==> config.mk <==
export PLATFORM = sky130hd
export DESIGN_NAME = sram_1k_ctl
export DESIGN_NICKNAME = d
export VERILOG_FILES = /design/src/rtl/sram_1k_ctl.sv
export SDC_FILE = /design/constraint.sdc
export NUM_CORES = 1
export LEC_CHECK = 0
export BUFFER_PORTS_ARGS = -buffer_cell sky130_fd_sc_hd__buf_4
export CORE_ASPECT_RATIO = 0.5
export CORE_MARGIN = 2
export CORE_UTILIZATION = 40
export DETAILED_ROUTE_END_ITERATION = 8
export HOLD_SLACK_MARGIN = 0.12
export PLACE_DENSITY_LB_ADDON = 0.2
export SLEW_MARGIN = 10
export SYNTH_ARGS = -nofsm -noshare
export SYNTH_HDL_FRONTEND = slang
export SYNTH_SLANG_ARGS = --single-unit
==> constraint.sdc <==
create_clock -name clk -period 5.8 [get_ports clk]
set_input_delay 0.29 -clock clk [delete_from_list [all_inputs] [get_ports clk]]
set_output_delay 0.29 -clock clk [all_outputs]
set_load 0.005 [all_outputs]
==> src/rtl/sram_1k_ctl.sv <==
// sram_1k_ctl
//   Sequencer and round-robin two-port arbiter for a 1K x W word memory built
//   from W parallel 1Kx1 static RAM parts sharing address, CE_N and WE_N.
//   All RAM-side outputs are registered. Strobes are decoded from the next
//   state, so they change only on clock edges and line up with the state.
//
// Parameters
//   W          data width (number of 1Kx1 parts)
//   READ_WAIT  cycles CE_N is low before read data is captured (1..15)
//   WE_PULSE   cycles WE_N is low during a write (1..15)
//
// Ports
//   clk, reset_n                 clock, asynchronous active-low reset
//   a_req/a_we/a_addr/a_wdata    port A request (held until a_ack)
//   a_ack/a_rdata                port A one-cycle ack, read data
//   b_*                          same as A, for port B
//   ram_addr/ram_di/ram_do       RAM bank address, write data, read data
//   ram_ce_n/ram_we_n            RAM chip enable / write enable, active low
//   busy                         high whenever the sequencer is not idle
//
// Optional build macro
//   SRAM_CLEAR_EN  after reset release, write 0 to every address 0..1023
//                  before accepting requests.

module sram_1k_ctl #(
    parameter int unsigned W         = 32,
    parameter int unsigned READ_WAIT = 2,
    parameter int unsigned WE_PULSE  = 2
) (
    input  logic         clk,
    input  logic         reset_n,

    input  logic         a_req,
    input  logic         a_we,
    input  logic [9:0]   a_addr,
    input  logic [W-1:0] a_wdata,
    output logic         a_ack,
    output logic [W-1:0] a_rdata,

    input  logic         b_req,
    input  logic         b_we,
    input  logic [9:0]   b_addr,
    input  logic [W-1:0] b_wdata,
    output logic         b_ack,
    output logic [W-1:0] b_rdata,

    output logic [9:0]   ram_addr,
    output logic [W-1:0] ram_di,
    input  logic [W-1:0] ram_do,
    output logic         ram_ce_n,
    output logic         ram_we_n,
    output logic         busy
);

    typedef enum logic [2:0] {
        IDLE,
        RD,
        WSU,
        WP,
        WH,
        ACK,
        CLR
    } state_t;

    localparam logic [3:0] RD_LOAD = 4'(READ_WAIT - 1);
    localparam logic [3:0] WP_LOAD = 4'(WE_PULSE - 1);

`ifdef SRAM_CLEAR_EN
    localparam state_t RESET_STATE = CLR;
`else
    localparam state_t RESET_STATE = IDLE;
`endif

    state_t     state;
    state_t     state_nx;
    logic [3:0] cnt;
    logic [3:0] cnt_nx;
    logic       gnt_b;         // port owning the current operation: 0=A, 1=B
    logic       last_grant_b;  // port granted most recently: 0=A, 1=B
    logic       clr_active;

    logic       any_req;
    logic       pick_b;
    logic       sel_we;

    // With both ports requesting, the port not granted last wins.
    assign any_req = a_req | b_req;
    assign pick_b  = b_req & (~a_req | ~last_grant_b);
    assign sel_we  = pick_b ? b_we : a_we;

    assign busy = (state != IDLE);

`ifdef SRAM_CLEAR_EN
    // CLR is the setup phase of each clear write and takes the place of WSU,
    // so one clear word costs exactly WE_PULSE+2 cycles with no grant cycle.
    always_ff @(posedge clk or negedge reset_n) begin
        if (!reset_n) begin
            clr_active <= 1'b1;
        end else if (state == WH && ram_addr == 10'h3FF) begin
            clr_active <= 1'b0;
        end
    end
`else
    assign clr_active = 1'b0;
`endif

    always_comb begin
        state_nx = state;
        cnt_nx   = cnt;
        unique case (state)
            IDLE: begin
                if (any_req) begin
                    state_nx = sel_we ? WSU : RD;
                    cnt_nx   = RD_LOAD;
                end
            end
            RD: begin
                if (cnt == '0) begin
                    state_nx = ACK;
                end else begin
                    cnt_nx = cnt - 4'd1;
                end
            end
            WSU, CLR: begin
                state_nx = WP;
                cnt_nx   = WP_LOAD;
            end
            WP: begin
                if (cnt == '0) begin
                    state_nx = WH;
                end else begin
                    cnt_nx = cnt - 4'd1;
                end
            end
            WH: begin
                if (!clr_active) begin
                    state_nx = ACK;
                end else if (ram_addr == 10'h3FF) begin
                    state_nx = IDLE;
                end else begin
                    state_nx = CLR;
                end
            end
            ACK: begin
                state_nx = IDLE;
            end
            default: begin
                state_nx = IDLE;
            end
        endcase
    end

    always_ff @(posedge clk or negedge reset_n) begin
        if (!reset_n) begin
            state        <= RESET_STATE;
            cnt          <= '0;
            ram_ce_n     <= 1'b1;
            ram_we_n     <= 1'b1;
            ram_addr     <= '0;
            ram_di       <= '0;
            a_ack        <= 1'b0;
            b_ack        <= 1'b0;
            a_rdata      <= '0;
            b_rdata      <= '0;
            gnt_b        <= 1'b0;
            last_grant_b <= 1'b1;
        end else begin
            state    <= state_nx;
            cnt      <= cnt_nx;
            // Strobes follow the state being entered, so they are glitch-free
            // flops aligned with the phase they belong to.
            ram_ce_n <= !(state_nx inside {RD, WSU, WP, WH, CLR});
            ram_we_n <= (state_nx != WP);
            a_ack    <= (state_nx == ACK) && !gnt_b;
            b_ack    <= (state_nx == ACK) && gnt_b;

            if (state == IDLE && any_req) begin
                ram_addr     <= pick_b ? b_addr : a_addr;
                ram_di       <= pick_b ? b_wdata : a_wdata;
                gnt_b        <= pick_b;
                last_grant_b <= pick_b;
            end

            if (state == WH && state_nx == CLR) begin
                ram_addr <= ram_addr + 10'd1;
            end

            if (state == RD && cnt == '0) begin
                if (gnt_b) begin
                    b_rdata <= ram_do;
                end else begin
                    a_rdata <= ram_do;
                end
            end
        end
    end

endmodule
# ---- After elaboration in Yosys (flattened, before gate mapping)
# Index checks and enable logic that the tools add are counted.
dict set report classes {
  eq_ne 14
  addsub 2
  bitwise_logic 6
  n_reduce_logical 18
  n_mux 13
}
# op count
set op_table {}
lappend op_table {{two-way mux 32 bit} 1}
lappend op_table {{two-way mux 10 bit} 3}
lappend op_table {{equality test 3 bit, second input constant} 5}
lappend op_table {{one-hot mux 3 bit (5 select lines)} 1}
lappend op_table {{equality test 3 x 2 -> 1 bit, second input constant} 4}
lappend op_table {{one-hot mux 4 bit (3 select lines)} 1}
lappend op_table {{adder 10 x 1 -> 10 bit, second input constant} 1}
lappend op_table {{two-way mux 3 bit} 3}
lappend op_table {{two-way mux 4 bit} 2}
lappend op_table {{equality test 3 x 1 -> 1 bit, second input constant} 2}
lappend op_table {{nonzero test 3 bit} 2}
lappend op_table {{logical AND 1 bit} 5}
lappend op_table {{nonzero test 5 bit} 1}
lappend op_table {{zero test 4 bit} 1}
lappend op_table {{!= test 2 bit, second input constant} 2}
lappend op_table {{AND reduction 2 bit} 2}
lappend op_table {{OR reduction 2 bit} 2}
lappend op_table {{subtractor 4 x 1 -> 4 bit, second input constant} 1}
lappend op_table {{zero test 3 bit} 1}
lappend op_table {{!= test 3 x 2 -> 1 bit, second input constant} 1}
lappend op_table {{inverter 1 bit} 3}
lappend op_table {{AND reduction 3 bit} 1}
lappend op_table {{zero test 1 bit} 2}
lappend op_table {{two-way mux 2 bit} 1}
lappend op_table {{4 further kinds} 5}
dict set report word_totals {
  input_bits 122
  register_bits 119
  word_cells 65
}

# ---- Logic depth before layout (Yosys ltp)
dict set report logic_depth {
  word_depth 10
  depth_mapped 7
  ltp_nobuf 5
}

# ---- Least setup slack after synthesis
# Ideal clock, no wire load.
dict set report synth_path {
  kind {reg-to-reg}
  from {register cnt[0]}
  to {register a_rdata[21]}
  setup_ns 0.127
  slack_ns 3.893
  path_stages_with_launch 8
  arrival_time_ns 1.779
  required_time_ns 5.673
  path_buffers 2
  cell_sequence {dfrtp_1 inv_1 ha_1 nor3b_4 and4_1 buf_4 buf_6 mux2_1}
}
dict set report synth_between {
  elab_chain_len 3
}
# element line_no
set synth_lines {}
lappend synth_lines {{start, declared} 76} ;# logic [3:0] cnt;
lappend synth_lines {{start signal, assigned} 169} ;# cnt <= cnt_nx;
lappend synth_lines {{zero test 4 bit} 188} ;# if (state == RD && cnt == '0) begin
lappend synth_lines {{logical AND 1 bit} 188}
lappend synth_lines {{AND reduction 2 bit (no source line)} --}
lappend synth_lines {{end signal, assigned} 192} ;# a_rdata <= ram_do;
lappend synth_lines {{end, declared} 38} ;# output logic [W-1:0] a_rdata,
# Every way passes these cells.
# A chain may end at the register's enable or synchronous reset.

# ---- Worst setup path after layout
dict set report layout_path {
  from {register cnt[0]}
  to {register b_rdata[5]}
}
dict set report layout_between {
  elab_chain_len 3
}
# element line_no
set layout_lines {}
lappend layout_lines {{zero test 4 bit} 188}
lappend layout_lines {{logical AND 1 bit} 188}
lappend layout_lines {{AND reduction 2 bit (no source line)} --}
lappend layout_lines {{end signal, assigned} 190} ;# b_rdata <= ram_do;
lappend layout_lines {{end, declared} 45} ;# output logic [W-1:0] b_rdata,
# Every way passes these cells.

==> impl_results.md <==
* Setup tns final at 0 ns
* Top delay family on crit path: simple AND/OR/NAND/NOR gates
* Cell count after synthesis at 334
* Width of the die at approximately 160 um
* Row cnt at 29
* Yosys top cell by area: dfrtp_1
* Yosys synthesis warning count at 0
* Max Slew Vio Count at 0
* Post_cts resized at 0
* P_leak at approximately 3.7 nW
* Startpoint Class: flip-flop
* Post-synth top area share at 0.568
* Met2 WL at approximately 6 mm
* DRC Markers at 0
* Congestion Overflow GR at 0
* Worst-path maximum fanout at 32
* Hold-fix buffers, CTS at 20
* Chip height at between 80 and 90 um
* Layout area overhead at 52.3%
* DR vias/cell at roughly 4.7
* Hold WC Path Type: in2reg
* Worst-Skew Late Latency at just under 0.4 ns
* Critical Path, Cell by Cell: inv_1 > ha_1 > nor3b_4 > nand4_2 > mux2_1
* Ant. Diodes at 0
* Crit share post-route at 0.492
* Worst hold start: ram_do[7]
* 1st-pass router iterations at 3
* Worst Hold Path EP: a_rdata[7]
* Final hold violation count at 0
* Synth cell types at 37
* GPL Wtd Cong at around 0.74
* Slowest cell on crit path: nand4_2
* Max incr delay on CP at 0.97 ns
* FF-to-FF setup slack at 2.95 ns
* Relative slew slack at 0.227
* Met1 Routed Length at ~4.9 mm
* Initial antenna violation count at 0
* Num ports at between 200 and 250
* Yosys reg bits at between 100 and 150
* Num CTS Buffers at 17
* Buffer depth of the longest clock path at 2
* Synth top cells by count: 116 x dfrtp_1, 116 x mux2_2, 32 x mux2_1
* Setup violators final at 0
* # port buffers at 232
* Clock net sink count at about 120
* RSZ-0062 raised after global routing: false
* Clock-pin transition on the worst setup and hold timing paths at approximately 0.050 ns
* Core box area at between 10000 and 15000 um2
* DP HPWL at 8.12 mm
* Pwr/cell area at between 500 and 600 nW/um2
* Mapped Area at between 5000 and 6000 um2
* Register area share after synthesis at 0.583
* Remaining antenna violation count at 0
* MaxCap Viol Count at 0
* Worst Hold Depth at 2
* Achievable frequency at 351 MHz
* Routed wire length at approximately 12 mm
* # Post-CTS Setup Buffers at 0
* WL/cell at around 15 um
* Slew @ Worst Pin at 1.16 ns
* Outcome: completed
* Final #Nets at 715
* Largest net degree at the start of global routing at 79
* Final setup margin at 2.95 ns
* Total power at slightly above 4 mW
* Global-route wire length before repair at 18.5 mm
* Critical path arrival at 3.12 ns
* Setup crit end kind: flip-flop
* Vias after detailed routing at approximately 3600
* Share of post-route cells with drive strength above 1 at 0.642
* Vias in the first global route at approximately 3800
* Req. time, crit path at roughly 6.1 ns
* WL met3 at 783 um
* Critical path class: reg2reg
* DP Worst Slack at 2.92 ns
* Synth area leaders: dfrtp_1 57%, mux2_2 26%, mux2_1 7.0%, dfstp_2 1.5%, buf_4 0.88%
* First DRT Iteration DRCs at 84
* Buf+Inv Stages, Crit Path at 1
* VDD IR max at about 0.26 mV
* Number of flops mapped to enable cells by yosys at 0
* R2R Path End: b_rdata[5]
* CTS tree: done
* Fin crit period at 2.85 ns
* Total GRT Usage at 0.170
* DR top layer: met4
* R2R Path Start: cnt[0]
* Ys async rst share at 1.00
* Syn Nets at 457
* Die ar. at 13800 um2
* H-tree levels at 4
* Avg Cell Area, Syn at roughly 15 um2
* Starting Density at 0.407
* Worst-case reg-to-reg path depth at 5
* Worst Skew at just under 0.007 ns
* Synth Flop Type: dfrtp_1
* Clock Root Buffer: clkbuf_16
==> metrics by stage <==
stage	util	std cells	hold slack [ns]	cell area (um2)
final	0.620	774	0.129	7790
after floorplan	-	334	-0.00559	5110
after CTS	0.619	772	0.120	7770
after global placement	0.555	721	0.306	6970
after global routing	0.620	774	0.122	7790
after detailed placement	0.555	721	0.311	6970
==> routing by layer <==
layer	vias to the layer above	GRT usage
met2	108	0.296
li1	1718	-
met5	-	0
met3	11	0.0507
met4	0	0.0558
met1	1765	0.203
==> cell usage in the layout (no fill, tap or decap), types with 2 or more instances in the layout <==
cell and instances:
buf_4 235, mux2_2 116, dfrtp_1 116, mux2_1 32
dlygate4sd3_1 22, clkbuf_16 17, o21ai_0 5, clkinv_2 5
nand2b_1 4, nand2_1 4, inv_1 4, a21oi_1 4
clkbuf_8 3, bufinv_16 3, dfstp_2 3, mux2i_1 2
nor2_1 2, a211o_1 2, a211oi_1 2, clkbuf_1 2
==> state kept, by name, indices dropped and copies added (netlist names) <==
name	count
ram_addr	10
state	3
a_ack	1
a_rdata	32
ram_di	32
ram_ce_n	1
cnt	4
ram_we_n	1
b_ack	1
gnt_b	1
b_rdata	32
last_grant_b	1
==> power by group <==
group	switching (mW)	total, mW	leakage [nW]	internal, mW
clock	0.347	1.05	0.299	0.704
sequential	0.231	1.49	1.41	1.26
combinational	0.561	1.56	1.96	0.996
==> final cells by class <==
type | count | area, um2
Fill cell | 1032 | 4770
Sequential cell | 119 | 2980
Multi-Input combinational cell | 193 | 1990
Timing Repair Buffer | 257 | 1980
Clock buffer | 22 | 474
Tap cell | 170 | 213
Clock inverter | 9 | 124
Inverter | 4 | 15.0
==> worst max path at each step <==
stage	startpoint	endpoint	slack (ns)	depth (start not counted)
after floorplan	cnt[0]	a_rdata[21]	3.89	7
after global placement	cnt[0]	b_rdata[5]	3.07	5
after detailed placement	cnt[0]	b_rdata[5]	2.92	5
after CTS	cnt[0]	b_rdata[5]	2.93	5
after global routing	cnt[0]	b_rdata[5]	2.71	5
final	cnt[0]	b_rdata[5]	2.95	5
==> cell families (layout without fill, tap and decap cells) <==
family,Yosys count,in the layout,synth area share
AOI/OAI and AO/OA,21,21,0.0279
muxes,150,150,0.330
adders and majority gates,1,1,0.00245
xor gates and xnor gates,1,1,0.00171
buffers and inverters,22,292,0.0286
and+or+nand+nor,20,20,0.0264
DFF,119,119,0.583
==> worst reg2reg max path, cell delays in order, from the launching register on <==
cell     delay, ns
dfrtp_1       0.36
inv_1         0.11
ha_1          0.20
nor3b_4       0.41
nand4_2       0.97
mux2_1        0.68
(Power assumes the default switching activity.)
